==> src/rtl/calc_pkg.sv <==
// Shared definitions for seq_word_calculator: op codes, FSM encoding and
// the start-to-done latency of each operation.
package calc_pkg;

  localparam logic [2:0] OP_CLEAR = 3'd0;
  localparam logic [2:0] OP_ADD   = 3'd1;
  localparam logic [2:0] OP_SUB   = 3'd2;
  localparam logic [2:0] OP_MUL   = 3'd3;
  localparam logic [2:0] OP_DIV   = 3'd4;

  typedef enum logic [1:0] {
    ST_IDLE   = 2'd0,
    ST_EXEC   = 2'd1,
    ST_ITER   = 2'd2,
    ST_FINISH = 2'd3
  } calc_state_e;

  typedef enum logic {
    MODE_MUL = 1'b0,
    MODE_DIV = 1'b1
  } iter_mode_e;

  function automatic logic op_is_valid(input logic [2:0] op);
    return (op <= OP_DIV);
  endfunction

  // Edges from the accepting edge to the edge that raises done; 0 means the
  // op code is reserved and never completes.
  function automatic int unsigned calc_latency(input logic [2:0] op,
                                               input logic b_is_zero,
                                               input int unsigned width);
    if (!op_is_valid(op)) return 0;
    if (op == OP_MUL || (op == OP_DIV && !b_is_zero)) return width + 2;
    return 1;
  endfunction

endpackage

==> src/rtl/seq_word_calculator_if.sv <==
// Request/response bundle between the board front end and the calculator.
// Handshake: start is taken only on an edge where busy=0 and op is legal; done
// pulses for one cycle when result/carry/div_by_zero update, busy is low then.
interface seq_word_calculator_if #(
  parameter int WIDTH = 8
);

  logic                 start;
  logic [2:0]           op;
  logic [WIDTH-1:0]     operand_a;
  logic [WIDTH-1:0]     operand_b;
  logic                 busy;
  logic                 done;
  logic [2*WIDTH-1:0]   result;
  logic                 carry;
  logic                 div_by_zero;

  modport master (
    output start, op, operand_a, operand_b,
    input  busy, done, result, carry, div_by_zero
  );

  modport slave (
    input  start, op, operand_a, operand_b,
    output busy, done, result, carry, div_by_zero
  );

endinterface

==> src/rtl/mul_div_iter.sv <==
// Shared iterative datapath: one 2*WIDTH shift register, one WIDTH+1 bit
// adder/subtractor and an iteration counter, used for both MUL and DIV.
module mul_div_iter
  import calc_pkg::*;
#(
  parameter int WIDTH = 8
) (
  input  logic                 clk,
  input  logic                 reset_n,
  input  logic                 load_i,
  input  logic                 step_i,
  input  iter_mode_e           mode_i,
  input  logic [WIDTH-1:0]     a_i,
  input  logic [WIDTH-1:0]     b_i,
  output logic [2*WIDTH-1:0]   acc_o,
  output logic                 last_o
);

  localparam int CW = $clog2(WIDTH + 1);

  logic [2*WIDTH-1:0] acc_q, acc_d;
  logic [WIDTH-1:0]   b_q, b_d;
  logic [CW-1:0]      cnt_q, cnt_d;

  logic [WIDTH-1:0]   hi, lo;
  logic [WIDTH:0]     add_x, add_y;
  logic               add_sub;
  logic [WIDTH+1:0]   add_res;

  assign hi = acc_q[2*WIDTH-1:WIDTH];
  assign lo = acc_q[WIDTH-1:0];

  // MUL adds the multiplicand into the high half when the multiplier LSB is
  // set; DIV trial-subtracts the divisor from the partial remainder shifted
  // left by one with the next dividend bit.
  always_comb begin
    add_sub = (mode_i == MODE_DIV);
    if (add_sub) begin
      add_x = {hi, lo[WIDTH-1]};
      add_y = {1'b0, b_q};
    end else begin
      add_x = {1'b0, hi};
      add_y = lo[0] ? {1'b0, b_q} : '0;
    end
  end

  assign add_res = {1'b0, add_x}
                 + {1'b0, (add_sub ? ~add_y : add_y)}
                 + {{(WIDTH+1){1'b0}}, add_sub};

  always_comb begin
    acc_d = acc_q;
    b_d   = b_q;
    cnt_d = cnt_q;
    if (load_i) begin
      acc_d = {{WIDTH{1'b0}}, a_i};
      b_d   = b_i;
      cnt_d = '0;
    end else if (step_i) begin
      cnt_d = cnt_q + 1'b1;
      if (mode_i == MODE_MUL) begin
        acc_d = {add_res[WIDTH:0], lo[WIDTH-1:1]};
      end else if (add_res[WIDTH+1]) begin
        // Carry out of the subtract means no borrow: keep the difference.
        acc_d = {add_res[WIDTH-1:0], lo[WIDTH-2:0], 1'b1};
      end else begin
        acc_d = {hi[WIDTH-2:0], lo, 1'b0};
      end
    end
  end

  always_ff @(posedge clk or negedge reset_n) begin
    if (!reset_n) begin
      acc_q <= '0;
      b_q   <= '0;
      cnt_q <= '0;
    end else begin
      acc_q <= acc_d;
      b_q   <= b_d;
      cnt_q <= cnt_d;
    end
  end

  assign acc_o  = acc_q;
  assign last_o = (cnt_q == CW'(WIDTH));

endmodule

==> src/rtl/seq_word_calculator.sv <==
// WIDTH-bit four-function calculator with clear; ADD/SUB/CLEAR finish in one
// cycle, MUL/DIV run WIDTH iterations on the shared mul_div_iter datapath.
module seq_word_calculator
  import calc_pkg::*;
#(
  parameter int WIDTH = 8
) (
  input  logic                  clk,
  input  logic                  reset_n,
  seq_word_calculator_if.slave  bus,
  output calc_state_e           state_o
);

  calc_state_e          state_q, state_d;
  logic [WIDTH-1:0]     a_q, a_d;
  logic [WIDTH-1:0]     b_q, b_d;
  logic [2:0]           op_q, op_d;
  logic [2*WIDTH-1:0]   result_q, result_d;
  logic                 carry_q, carry_d;
  logic                 dbz_q, dbz_d;
  logic                 done_q, done_d;

  logic                 iter_load, iter_step, iter_last;
  iter_mode_e           iter_mode;
  logic [2*WIDTH-1:0]   iter_acc;
  logic [WIDTH:0]       add_sum;
  logic [WIDTH-1:0]     sub_diff;

  assign add_sum   = {1'b0, a_q} + {1'b0, b_q};
  assign sub_diff  = a_q - b_q;
  assign iter_mode = (op_q == OP_DIV) ? MODE_DIV : MODE_MUL;

  mul_div_iter #(
    .WIDTH (WIDTH)
  ) u_iter (
    .clk     (clk),
    .reset_n (reset_n),
    .load_i  (iter_load),
    .step_i  (iter_step),
    .mode_i  (iter_mode),
    .a_i     (bus.operand_a),
    .b_i     (bus.operand_b),
    .acc_o   (iter_acc),
    .last_o  (iter_last)
  );

  always_comb begin
    state_d   = state_q;
    a_d       = a_q;
    b_d       = b_q;
    op_d      = op_q;
    result_d  = result_q;
    carry_d   = carry_q;
    dbz_d     = dbz_q;
    done_d    = 1'b0;
    iter_load = 1'b0;
    iter_step = 1'b0;
    unique case (state_q)
      ST_IDLE: begin
        if (bus.start && op_is_valid(bus.op)) begin
          a_d  = bus.operand_a;
          b_d  = bus.operand_b;
          op_d = bus.op;
          if (bus.op == OP_MUL || (bus.op == OP_DIV && bus.operand_b != '0)) begin
            state_d   = ST_ITER;
            iter_load = 1'b1;
          end else begin
            state_d = ST_EXEC;
          end
        end
      end
      ST_EXEC: begin
        state_d = ST_IDLE;
        done_d  = 1'b1;
        carry_d = 1'b0;
        dbz_d   = 1'b0;
        case (op_q)
          OP_ADD: begin
            result_d = {{(WIDTH-1){1'b0}}, add_sum};
            carry_d  = add_sum[WIDTH];
          end
          OP_SUB: begin
            result_d = {{WIDTH{1'b0}}, sub_diff};
            carry_d  = (a_q < b_q);
          end
          OP_DIV: begin
            // Only divide-by-zero reaches EXEC with a DIV op code.
            result_d = {a_q, {WIDTH{1'b1}}};
            dbz_d    = 1'b1;
          end
          default: result_d = '0;
        endcase
      end
      ST_ITER: begin
        if (iter_last) state_d = ST_FINISH;
        else           iter_step = 1'b1;
      end
      ST_FINISH: begin
        state_d  = ST_IDLE;
        done_d   = 1'b1;
        result_d = iter_acc;
        carry_d  = 1'b0;
        dbz_d    = 1'b0;
      end
      default: state_d = ST_IDLE;
    endcase
  end

  always_ff @(posedge clk or negedge reset_n) begin
    if (!reset_n) begin
      state_q  <= ST_IDLE;
      a_q      <= '0;
      b_q      <= '0;
      op_q     <= OP_CLEAR;
      result_q <= '0;
      carry_q  <= 1'b0;
      dbz_q    <= 1'b0;
      done_q   <= 1'b0;
    end else begin
      state_q  <= state_d;
      a_q      <= a_d;
      b_q      <= b_d;
      op_q     <= op_d;
      result_q <= result_d;
      carry_q  <= carry_d;
      dbz_q    <= dbz_d;
      done_q   <= done_d;
    end
  end

  assign bus.busy        = (state_q != ST_IDLE);
  assign bus.done        = done_q;
  assign bus.result      = result_q;
  assign bus.carry       = carry_q;
  assign bus.div_by_zero = dbz_q;
  assign state_o         = state_q;

endmodule
==> src/flat_wrapper.sv <==
// flat-port wrapper written by rule: the top's interface ports become plain ports
module seq_word_calculator_flat import calc_pkg::*;
#(
  parameter int WIDTH = 8
)
  (clk, reset_n, state_o, bus_start, bus_op, bus_operand_a, bus_operand_b, bus_busy, bus_done, bus_result, bus_carry, bus_div_by_zero);
  seq_word_calculator_if #(.WIDTH(WIDTH)) bus_i ();
  input  logic clk;
  input  logic reset_n;
  output calc_state_e state_o;
  input wire logic [$bits(bus_i.start)-1:0] bus_start;
  input wire logic [$bits(bus_i.op)-1:0] bus_op;
  input wire logic [$bits(bus_i.operand_a)-1:0] bus_operand_a;
  input wire logic [$bits(bus_i.operand_b)-1:0] bus_operand_b;
  output wire logic [$bits(bus_i.busy)-1:0] bus_busy;
  output wire logic [$bits(bus_i.done)-1:0] bus_done;
  output wire logic [$bits(bus_i.result)-1:0] bus_result;
  output wire logic [$bits(bus_i.carry)-1:0] bus_carry;
  output wire logic [$bits(bus_i.div_by_zero)-1:0] bus_div_by_zero;
  assign bus_i.start = bus_start;
  assign bus_i.op = bus_op;
  assign bus_i.operand_a = bus_operand_a;
  assign bus_i.operand_b = bus_operand_b;
  assign bus_busy = bus_i.busy;
  assign bus_done = bus_i.done;
  assign bus_result = bus_i.result;
  assign bus_carry = bus_i.carry;
  assign bus_div_by_zero = bus_i.div_by_zero;
  seq_word_calculator #(.WIDTH(WIDTH)) u_core (.clk(clk), .reset_n(reset_n), .bus(bus_i), .state_o(state_o));
endmodule
==> config.mk <==
export PLATFORM = sky130hd
export DESIGN_NAME = seq_word_calculator_flat
export DESIGN_NICKNAME = d
export VERILOG_FILES = /design/src/rtl/calc_pkg.sv /design/src/rtl/seq_word_calculator_if.sv /design/src/rtl/mul_div_iter.sv /design/src/rtl/seq_word_calculator.sv /design/src/flat_wrapper.sv
export SDC_FILE = /design/constraint.sdc
export NUM_CORES = 1
export LEC_CHECK = 0
export BUFFER_PORTS_ARGS = -buffer_cell sky130_fd_sc_hd__buf_4
export CAP_MARGIN = 10
export CORE_MARGIN = 3
export CORE_UTILIZATION = 55
export DETAILED_ROUTE_END_ITERATION = 8
export HOLD_SLACK_MARGIN = 0.05
export PLACE_DENSITY = 0.75
export SYNTH_ARGS = -nofsm -noshare
export SYNTH_HDL_FRONTEND = slang
export SYNTH_HIERARCHICAL = 1
export SYNTH_SLANG_ARGS = --single-unit
==> constraint.sdc <==
create_clock -name clk -period 9.94 [get_ports clk]
set_input_delay 0.497 -clock clk [delete_from_list [all_inputs] [get_ports clk]]
set_output_delay 0.497 -clock clk [all_outputs]
set_load 0.005 [all_outputs]
### After elaboration in Yosys (flattened, before gate mapping)

Index checks and enable logic that the tools add are counted.

| cells by class | value |
|---|---|
| multiplexer cells | 26 |
| add/subtract/negate cells | 5 |
| equality and inequality tests | 11 |
| reduce and logical (&&, ||, !) cells | 11 |
| order comparisons | 2 |
| bitwise operators | 1 |

Operators by type and width:

| cell | number |
|---|---|
| 16-bit 2-to-1 mux | 4 |
| 16-bit case mux with 3 select lines | 1 |
| 16-bit case mux with 2 select lines | 1 |
| 9-bit 2-to-1 mux | 2 |
| 8-bit 2-to-1 mux | 2 |
| 10-bit by 1-bit adder with 10-bit output | 1 |
| 9-bit by 9-bit adder with 10-bit output | 1 |
| 8-bit by 8-bit adder with 9-bit output | 1 |
| 9-bit inverter | 1 |
| 8-bit less-than comparator | 1 |
| 4-bit 2-to-1 mux | 2 |
| 8-bit nonzero test | 1 |
| 8-bit subtractor | 1 |
| 1-bit 2-to-1 mux | 7 |
| 3-bit by 2-bit == test with 1-bit output, second input constant | 2 |
| 3-bit == test, second input constant | 2 |
| 2-bit 2-to-1 mux | 3 |
| 1-bit case mux with 2 select lines | 3 |
| 2-bit case mux with 3 select lines | 1 |
| 2-bit nonzero test | 3 |
| 4-bit by 1-bit adder with 4-bit output, second input constant | 1 |
| 2-bit == test, second input constant | 2 |
| 4-bit == test, second input constant | 1 |
| 2-bit by 1-bit != test with 1-bit output, second input constant | 2 |
| 8 further kinds | 10 |

| word-level totals | value |
|---|---|
| logic and storage cells | 67 |
| register bits | 68 |
| input port bits | 22 |

### Longest topological paths before layout

| logic depth | value |
|---|---|
| word-level depth | 11 |
| gate-level depth with buffers | 17 |
| mapped depth without buffers | 13 |

### Modules after synthesis

The synthesis kept the hierarchy.

By module, submodules not included:

| module | area each (um^2) | sequential area each (um^2) | cells an instance | times used |
|---|---|---|---|---|
| seq_word_calculator | 2,661.3 | 1,001.0 | 293 | 1 |
| mul_div_iter | 2,035.7 | 700.7 | 231 | 1 |

### Worst setup path before layout

No wires, ideal clock.

| timing path | value |
|---|---|
| path type | reg2reg |
| from | register u_core.op_q[0] |
| to | register u_core.u_iter.acc_q[14] (netlist: u_core/u_iter/acc_o[14]) |
| setup time | 0.087 ns |
| period minus slack after synthesis | 3.798 ns |
| buffers on the path | 5 |
| data required time | 9.853 ns |
| cell stages (with the launch flop) | 16 |
| path slack | 6.142 ns |
| arrival time | 3.712 ns |
| path through | dfrtp_1 -> nand2b_1 -> or2_1 -> buf_6 -> clkinv_4 -> buf_4 -> buf_2 -> clkbuf_1 -> clkbuf_1 -> mux2_2 -> ha_1 -> a21oi_1 -> o21ai_2 -> o31a_2 -> o41a_1 -> o211ai_1 |

| on the way | value |
|---|---|
| longest elaborated chain between the ends | 11 |
| elaborated cells on any way between the ends | 12 |
| those cells by class | add/sub (2); eq/ne (1); mux (8); bitwise (1) |

Ends and longest elaborated chain:

| item | line | source |
|---|---|---|
| start: declaration | seq_word_calculator.sv:17 | `logic [2:0] op_q, op_d;` |
| start signal: assignment | seq_word_calculator.sv:123 | `op_q <= op_d;` |
| 3-bit == test (*) | seq_word_calculator.sv:31 | `assign iter_mode = (op_q == OP_DIV) ? MODE_DIV : MODE_MUL;` |
| 1-bit 2-to-1 mux (*) | seq_word_calculator.sv:31 |  |
| named net u_core.iter_mode | seq_word_calculator.sv:24 | `iter_mode_e iter_mode;` |
| 8-bit 2-to-1 mux | mul_div_iter.sv:38 | `if (add_sub) begin` |
| 9-bit inverter | mul_div_iter.sv:48 | `+ {1'b0, (add_sub ? ~add_y : add_y)}` |
| 9-bit 2-to-1 mux | mul_div_iter.sv:48 |  |
| 9-bit by 9-bit adder with 10-bit output | mul_div_iter.sv:48 |  |
| 10-bit by 1-bit adder with 10-bit output | mul_div_iter.sv:49 | `+ {{(WIDTH+1){1'b0}}, add_sub};` |
| 16-bit 2-to-1 mux | mul_div_iter.sv:63 | `end else if (add_res[WIDTH+1]) begin` |
| 16-bit 2-to-1 mux (*) | mul_div_iter.sv:61 | `if (mode_i == MODE_MUL) begin` |
| 16-bit 2-to-1 mux (*) | mul_div_iter.sv:59 | `end else if (step_i) begin` |
| 16-bit 2-to-1 mux (*) | mul_div_iter.sv:55 | `if (load_i) begin` |
| end signal: assignment | mul_div_iter.sv:74 | `acc_q <= '0;` |
| end signal: assignment | mul_div_iter.sv:78 | `acc_q <= acc_d;` |
| end: declaration | mul_div_iter.sv:21 | `logic [2*WIDTH-1:0] acc_q, acc_d;` |

The timed path passes the listed nets; every way through them passes the cells marked *. The select of a mux whose other input is x is not followed.
A chain may end at the register's enable or synchronous reset.

### Final worst setup path

| timing path | value |
|---|---|
| from | register u_core.op_q[2] |
| to | register u_core.u_iter.acc_q[11] (netlist: u_core/u_iter/acc_o[11]) |

| on the way | value |
|---|---|
| longest elaborated chain between the ends | 11 |
| elaborated cells on any way between the ends | 12 |
| those cells by class | add/sub (2); eq/ne (1); mux (8); bitwise (1) |

Ends and longest elaborated chain:

| item | line |
|---|---|
| 3-bit == test (*) | seq_word_calculator.sv:31 |
| 1-bit 2-to-1 mux (*) | seq_word_calculator.sv:31 |
| 8-bit 2-to-1 mux | mul_div_iter.sv:38 |
| 9-bit inverter | mul_div_iter.sv:48 |
| 9-bit 2-to-1 mux | mul_div_iter.sv:48 |
| 9-bit by 9-bit adder with 10-bit output | mul_div_iter.sv:48 |
| 10-bit by 1-bit adder with 10-bit output | mul_div_iter.sv:49 |
| 16-bit 2-to-1 mux | mul_div_iter.sv:63 |
| 16-bit 2-to-1 mux (*) | mul_div_iter.sv:61 |
| 16-bit 2-to-1 mux (*) | mul_div_iter.sv:59 |
| 16-bit 2-to-1 mux (*) | mul_div_iter.sv:55 |

Every way passes the cells marked *; elsewhere a longest branch is shown, timed or not. The select of a mux whose other input is x is not followed.

==> impl_metrics.toml <==
[run_status]
status = "complete, no violations"

[synthesis]
syn_area_sq_um = 4700
ys_warn_count = 6
netlist_instances = 524
synth_commonest_cells = "dfrtp_1, nor2_1, nand2_1"
yosysMostFrequentCell = "dfrtp_1"
synthesis.nets = 575
synth_flop_cell = "dfrtp_1"
yosys.area.top_type_share_pct = 36.2
synth.distinct_cells = 77
synth_edf_count = 0
synth.avg_cell_area_sq_um = 8.96
synthTopCellsByArea = "dfrtp_1, ha_1, a21oi_1"
seq_area_frac_synth_pct = 36.2
yosys.area.top_type = "dfrtp_1"
synthArstFlopShare_pct = 100
ys_ff_latch = 68

[cts]
clock_latency_ns = 0.35
cts.sinks = 68
clk_pin_slew_ns = 0.08
cts_resized = 0
clk_path_buf_depth = 2
root_buffer = "clkbuf_8"
cts_inserted_buffers = 9
postCtsSetupBuffers = 0
holdBufCountCts = 0
cts_htree_levels = 3
cts_tree = "yes"

[cells_and_area]
drive_gt1_share_pct = 16.6
post-route-util_pct = 63.8
num_antenna_cells = 0
stdcell_area_sq_um = 5270
fin_nets = 605
area_delta_synth_final_pct = 12.3
stdcell_count = 664

[sta]
setup_violations = 0
fin_crit_ns = 3.77
fmax_mhz = 265
tns_ns = 0
rsz0062_at_grt = "false"
final_hold_viol_count = 0
maxSlewViolCount = 0
finalCritPeriodShare_pct = 37.9
whs_ns = 0.237
worstMarginPinSlew_ns = 1.06
finClkSkew_ns = 0.00835
relSlewSlack_pct = 29.2

[global_routing]
antenna_found_initial = 0
grt_overflow = 0
grt_pass1_wl_mm = 19.8
grt_use_met3_pct = 4.67
grt_usage_pct = 25.3
grt_start_max_net_pins = 69
grt_use_met1_pct = 36.8
grt_pass1_vias = 3838
gr-usage-met2_pct = 38.5
grt-busiest-layer = "met2"

[worst_setup_path]
crit_required_ns = 10.18
path_class = "reg -> reg"
cp-startpoint = "u_core/op_q[2]"
cp.arrival_ns = 4.01
crit_fanout = 45
r2r_start = "u_core/op_q[2]"
setup.worst_path.end_class = "flip-flop"
start_kind = "flip-flop"

[power]
p_leak_nw = 2.23
power_density_nw_per_um2 = 371
peakVddDrop_uv = 178

[floorplanning]
initial_core_util_pct = 56.9
num_rows = 33
die_w_um = 98.4
fp.dieArea_sq_um = 9680
core_area_sq_um = 8260
io_pins = 44
chipHeight_um = 98.4

[detailed_routing]
routed_wl_mm = 11.9
ant_nets = 0
via_per_inst = 6.14
routed-via-count = 4078
first_iter_violations = 343
drcViolationCount = 0
first_pass_iters = 5
wire_per_inst_um = 18.0

[place]
dp_hpwl_mm = 8.79
dp_cells = 648
postPlaceCellArea_sq_um = 5050
globalplace.congestion = 0.981
io_buffers = 43

[flow_run]
maxCapViolCount = 0

[hold_path]
hold_class = "in -> async"
path summary, 6_finish.rpt:
kind                            slack (ns)                       to  cells after the start
worst max-delay path                  6.17  u_core/u_iter/acc_o[11]                     11
worst min-delay path                  0.24           u_core/op_q[1]                      1
worst max register to register        6.17  u_core/u_iter/acc_o[11]                     11
worst min register to register        0.53     u_core/bus.result[1]                      2
max in group asynchronous             9.13     u_core/u_iter/b_q[7]                      1
min in group clk                      0.37   u_core/u_iter/acc_o[5]                      3
where the power goes:
group          total (W)  internal (W)  switching [W]
Sequential      0.000561      0.000409       0.000152
Combinational    0.00114      0.000491       0.000645
Clock           0.000260      0.000144       0.000116
final cells by class:
cell class | count | area, sq um
Inverter | 24 | 95.1
Tap cell | 105 | 131
Fill cell | 721 | 2990
Clock inverter | 6 | 95.1
Clock buffer | 10 | 128
Timing Repair Buffer | 47 | 353
Sequential cell | 68 | 1700
Multi-Input combinational cell | 404 | 2770
through the flow:
| step | total power, W | setup WS [ns] |
|---|---|---|
| floorplan | 0.00137 | 6.14 |
| global placement | 0.00165 | 6.43 |
| detailed placement | 0.00168 | 6.29 |
| CTS | 0.00195 | 6.26 |
| global route | 0.00212 | 5.86 |
| finish | 0.00196 | 6.17 |
critical path: stages, from the launching register on:
cell and delay [ns]:
dfrtp_1 0.50, nand2b_1 0.14, or2_1 0.28, clkinv_4 0.36
inv_1 0.41, o21ai_0 0.17, ha_1 0.38, a21oi_1 0.36
o31ai_4 0.16, a211oi_4 0.44, nor2_1 0.13, o311ai_1 0.30
layout by cell type (no fill, tap or decap), types with 14 or more instances in the layout:
master   instances
dfrtp_1         68
nor2_1          52
nand2_1         51
buf_4           47
a21oi_1         46
o21ai_0         36
ha_1            26
inv_1           22
mux2_1          19
nor3_1          14
mux2_2          14
logic make-up after synthesis:
family / after synthesis / synth area share, %
compound gates: 152 / 21.6
flops: 68 / 36.2
mux: 43 / 10.0
fa+ha+maj: 29 / 8.20
xor+xnor: 8 / 1.49
buf+inv: 52 / 4.87
simple gates: 172 / 17.6
sequential cells by signal, summed over array words and instances, names as in the netlist:
name and count:
u_core/a_q 8, u_core/bus.div_by_zero 1, u_core/u_iter/acc_o 16, u_core/u_iter/b_q 8
u_core/bus.carry 1, u_core/bus.result 16, u_core/state_o 2, u_core/b_q 8
u_core/op_q 3, u_core/u_iter/cnt_q 4, u_core/bus.done 1
metal layers:
metal  wire length [um]  up-vias
li1                   -     1952
met1               5260     1930
met2               5530      173
met3                860       23
met4                276        0
met5                  0        -
Note: power is estimated with default switching activity, not from simulation.
